==> src/rtl/lmsm_sequencer.sv <==
// Load-multiple / store-multiple sequencer: walks a register mask in ascending order,
// moving one word per accepted cycle between the 8 x 16-bit register file and data memory.
module lmsm_sequencer (
    input  logic        clk,
    input  logic        rst,
    input  logic        start,
    input  logic        is_sm,
    input  logic [7:0]  mask,
    input  logic [15:0] base_addr,
    output logic        busy,
    output logic        done,
    output logic        pc_loaded,
    output logic [2:0]  rf_addr,
    output logic        rf_wr_en,
    output logic [15:0] rf_wdata,
    input  logic [15:0] rf_rdata,
    output logic [15:0] mem_addr,
    output logic        mem_rd_en,
    output logic        mem_wr_en,
    output logic [15:0] mem_wdata,
    input  logic [15:0] mem_rdata,
    input  logic        mem_ready
);

    // state   | meaning
    // IDLE    | waiting for a request from decode
    // XFER    | one register/memory word per accepted cycle
    // DONE    | one-cycle completion pulse, then back to IDLE
    typedef enum logic [1:0] {
        ST_IDLE = 2'd0,
        ST_XFER = 2'd1,
        ST_DONE = 2'd2
    } state_t;

    state_t      state_q, state_d;
    logic [7:0]  pending_q, pending_d;
    logic [15:0] addr_q, addr_d;
    logic        is_sm_q, is_sm_d;
    logic        pc_ld_q, pc_ld_d;
    logic [2:0]  cur;

    always_ff @(posedge clk) begin
        if (!rst) begin
            state_q   <= ST_IDLE;
            pending_q <= 8'h00;
            addr_q    <= 16'h0000;
            is_sm_q   <= 1'b0;
            pc_ld_q   <= 1'b0;
        end else begin
            state_q   <= state_d;
            pending_q <= pending_d;
            addr_q    <= addr_d;
            is_sm_q   <= is_sm_d;
            pc_ld_q   <= pc_ld_d;
        end
    end

    // Lowest set bit wins, so registers go out R0 first.
    always_comb begin
        cur = 3'd0;
        for (int i = 7; i >= 0; i--) begin
            if (pending_q[i]) cur = 3'(i);
        end
    end

    assign rf_wdata  = mem_rdata;
    assign mem_wdata = rf_rdata;

    always_comb begin
        state_d   = state_q;
        pending_d = pending_q;
        addr_d    = addr_q;
        is_sm_d   = is_sm_q;
        pc_ld_d   = pc_ld_q;
        busy      = 1'b0;
        done      = 1'b0;
        pc_loaded = 1'b0;
        rf_addr   = 3'd0;
        mem_addr  = 16'h0000;
        rf_wr_en  = 1'b0;
        mem_rd_en = 1'b0;
        mem_wr_en = 1'b0;

        case (state_q)
            ST_IDLE: begin
                if (start) begin
                    is_sm_d   = is_sm;
                    pending_d = mask;
                    addr_d    = base_addr;
                    pc_ld_d   = !is_sm && mask[0];
                    state_d   = (mask != 8'h00) ? ST_XFER : ST_DONE;
                end
            end
            ST_XFER: begin
                busy      = 1'b1;
                rf_addr   = cur;
                mem_addr  = addr_q;
                // Strobes are masked while reset is applied so the aborting edge commits nothing.
                mem_rd_en = !is_sm_q && rst;
                mem_wr_en = is_sm_q && rst;
                rf_wr_en  = !is_sm_q && mem_ready && rst;
                if (mem_ready) begin
                    pending_d = pending_q & ~(8'b1 << cur);
                    addr_d    = addr_q + 16'd1;
                    if (pending_d == 8'h00) state_d = ST_DONE;
                end
            end
            ST_DONE: begin
                busy      = 1'b1;
                done      = 1'b1;
                pc_loaded = pc_ld_q;
                state_d   = ST_IDLE;
            end
            default: state_d = ST_IDLE;
        endcase
    end

endmodule

==> config.mk <==
export PLATFORM = sky130hd
export DESIGN_NAME = lmsm_sequencer
export DESIGN_NICKNAME = d
export VERILOG_FILES = /design/src/rtl/lmsm_sequencer.sv
export SDC_FILE = /design/constraint.sdc
export NUM_CORES = 1
export LEC_CHECK = 0
export ABC_AREA = 1
export BUFFER_PORTS_ARGS = -buffer_cell sky130_fd_sc_hd__buf_4
export CELL_PAD_IN_SITES_DETAIL_PLACEMENT = 2
export CELL_PAD_IN_SITES_GLOBAL_PLACEMENT = 2
export CORE_MARGIN = 4
export CORE_UTILIZATION = 22
export CTS_CLUSTER_SIZE = 28
export DETAILED_ROUTE_END_ITERATION = 7
export PLACE_DENSITY = 0.77
export SKIP_CTS_REPAIR_TIMING = 1
export SYNTH_ARGS = -nofsm -noshare
export SYNTH_HDL_FRONTEND = slang
export SYNTH_SLANG_ARGS = --single-unit
==> constraint.sdc <==
create_clock -name clk -period 2 [get_ports clk]
set_clock_uncertainty 0.1 [all_clocks]
set_input_delay 0.4 -clock clk [delete_from_list [all_inputs] [get_ports clk]]
set_output_delay 0.4 -clock clk [all_outputs]
set_load 0.005 [all_outputs]
==> results.tsv <==
stage	metric	value	unit
detailed_routing	Routed WL	7150	um
worst_setup_path	critical path launch point type	register	
floorplan	Row Count	36	
floorplan	I/O pins	118	
worst_setup_path	critical path class	reg -> reg	
worst_setup_path	Crit path largest cell delay	0.35	ns
grt	global-route wire length before repair	12000	um
detailed_routing	routed len/inst	14.4	um
min_path	Hold Crit Class	in -> reg	
sta	Final Setup Violations	0	
cts	htree depth	1	
worst_setup_path	CP max stage cell	dfxtp_2	
sta	fmax	520	MHz
sta	RSZ-0062 raised after global routing	true	
worst_setup_path	worst reg2reg path endpoint	addr_q[5]	
yosys	mean cell area of the mapped netlist	6.40	sq um
detailed_routing	routed via count	2261	
yosys	Synth async-reset ratio	0	%
floorplan	Initial Utilization	22.4	%
grt	vias in the first global route	2497	
floorplan	DIE AREA	11600	sq um
worst_setup_path	data arrival time of the worst path	2.00	ns
yosys	Syn. warnings	0	
cts	CTS tree	yes	
worst_setup_path	number of cells on the worst reg-to-reg path	8	
yosys	top cells by area, synth	dfxtp_1 26%, nand2_1 13%, buf_4 12%, inv_1 8.8%, a21oi_1 6.2%	
layout	commonest cells after routing, fill and taps aside	75 x nand2_1, 64 x buf_4, 49 x inv_1	
power_and_ir_drop	Power Density	1400	nW/um^2
detailed_routing	Final ANT Viol Nets	0	
yosys	number of synthesized flops with an enable pin	0	
grt	Global Route Usage Sum	12.7	%
detailed_routing	via/cell ratio	4.56	
worst_setup_path	CP cell instances	inv_1 > ha_2 > inv_1 > or2_4 > o211ai_2 > buf_4 > a21oi_1 > a221oi_1	
place	post-DP HPWL	5690	um
sta	Final Hold Fails	0	
power_and_ir_drop	peak supply drop	0.000536	V
detailed_routing	first drt pass iteration count	4	
layout	final instance area	2610	sq um
min_path	Hold Startpoint	is_sm	
floorplan	Core Area	9730	sq um
detailed_routing	initial DRC count	90	
sta	max-slew violations	0	
layout	final std cells w/o fill	496	
yosys	sequential share of the synthesized area	25.7	%
grt	GRT overflow	0	
worst_setup_path	CP endpoint	addr_q[5]	
place	RePlAce Congestion	0.780	
worst_setup_path	reg2reg start	state_q[0]	
sta	measured slew at the worst slew-check pin	0.316	ns
sta	min cycle time layout	1.92	ns
worst_setup_path	CP Max Fanout	17	
sta	max_slew headroom	78.7	%
worst_setup_path	critical path required time	2.08	ns
outcome	outcome	finished, final reports clean	
worst_setup_path	Setup crit start	state_q[0]	
yosys	Cell Area, Synth	2180	sq um
floorplan	Die H	108	um
place	placed insts	493	
yosys	cell taking the most area after synthesis	dfxtp_1	
floorplan	Die Wd	108	um
cts	clock buffer depth	2	
cts	clock sink total	28	
grt	antenna violations before repair	0	
detailed_routing	# DRC	0	
cts	CTS root buffer	clkbuf_8	
power_and_ir_drop	Pleak	0.00126	uW
cts	clk slew on worst S/H paths	0.10	ns
layout	leading cell type in the layout, fill and taps excluded	nand2_1	
yosys	Post-Synthesis Cells	341	
sta	period utilization	96.1	%
yosys	syn nets	406	
job	maxcap violations	0	
worst_setup_path	setup slack, reg-to-reg	0.08	ns
grt	largest net degree at the start of global routing	22	
worst_setup_path	endpoint class of the critical path	register	
layout	layout net count	430	
yosys	synth unique cells	34	
sta	worst setup margin	0.0783	ns
layout	layout cells sized above 1	27.5	%
cts	clk_lat worst skew	0.28	ns
place	area of placed instances	2520	sq um
worst_setup_path	most used cell, CP	inv_1	
yosys	predominant post-synthesis flop cell	dfxtp_1	
place	IO buf count	53	
yosys	#FFs+latches synth	28	
yosys	top cell type's share of synthesized area	25.7	%
place	Place WS	0.0863	ns
layout	P&R area growth vs syn	19.7	%
cts	Num CTS Buffers	3	
layout	antenna fix cells	0	
==> registers in the layout (all words and copies together) (netlist names) <==
register / cells
pc_ld_q: 1
is_sm_q: 1
pending_q: 8
addr_q: 16
state_q: 2
==> cells in the mapped netlist (2+ instances only) <==
master / n
clkbuf_1: 7
nand2_1: 77
o211ai_1: 3
nand4_1: 6
nand3_1: 5
buf_2: 4
a31oi_1: 7
a221oi_1: 2
nand2_2: 4
inv_1: 51
a211oi_1: 4
ha_1: 4
buf_4: 34
nor2_1: 23
nand3_2: 3
nor3_1: 5
dfxtp_1: 28
o21ai_0: 26
or3_1: 2
a21oi_1: 27
nor2_2: 6
==> report_power, final <==
part	switching (uW)	leakage, uW	internal (uW)	total, uW
combinational	1420	0.00100	922	2340
clock	190	0.0000216	136	325
sequential	214	0.000233	783	996
total	1820	0.00126	1840	3660
==> critical path, delay by kind of cell, from the launching register on <==
kind | cells | cell delay (ns)
AOI/OAI and AO/OA | 3 | 0.45
and+or+nand+nor | 1 | 0.24
adders and majority gates | 1 | 0.22
buffers and inverters | 3 | 0.45
DFF | 1 | 0.35
==> logic make-up (layout without fill, tap and decap cells) <==
kind of cell,Yosys count,count (layout),synth area share [%]
compound gates,75,75,20.1
fa+ha+maj,4,4,2.29
buf+inv,98,120,23.3
flops,28,28,25.7
simple gates,136,136,28.6
==> per-stage QoR <==
stage / utilization (%) / setup TNS, ns / total power (uW) / hold WS [ns]
detailed placement: 25.9 / 0 / 3270 / 0.373
global placement: 25.9 / 0 / 3170 / 0.363
CTS: 26.4 / -1.96 / 3630 / 0.275
global route: 26.8 / -0.0627 / 4090 / 0.289
floorplan: - / 0 / 2520 / 0.344
finish: 26.8 / 0 / 3660 / 0.279
==> per-layer routing <==
metal  wire length, um  vias to the layer above  track usage (%)
met2              3500                       43             21.9
met1              3260                     1100             16.4
met5                 0                        -                0
met3               315                        6             2.52
li1                  -                     1112                -
met4                71                        0             2.80
==> area by class of cell <==
class	instances	area, sq um
Clock buffer	3	41.3
Tap cell	133	166
Sequential cell	28	566
Timing Repair Buffer	65	500
Inverter	52	195
Fill cell	1210	7120
Multi-Input combinational cell	215	1140
==> worst min-delay path by stage <==
stage / endpoint / slack, ns / cells past startpoint
3_5_place_dp: pc_ld_q / 0.37 / 2
6_report: pc_ld_q / 0.28 / 4
2_1_floorplan: pc_ld_q / 0.34 / 2
3_3_place_gp: pc_ld_q / 0.36 / 2
5_1_grt: pc_ld_q / 0.29 / 4
4_1_cts: pc_ld_q / 0.28 / 4
(Power assumes the default switching activity.)
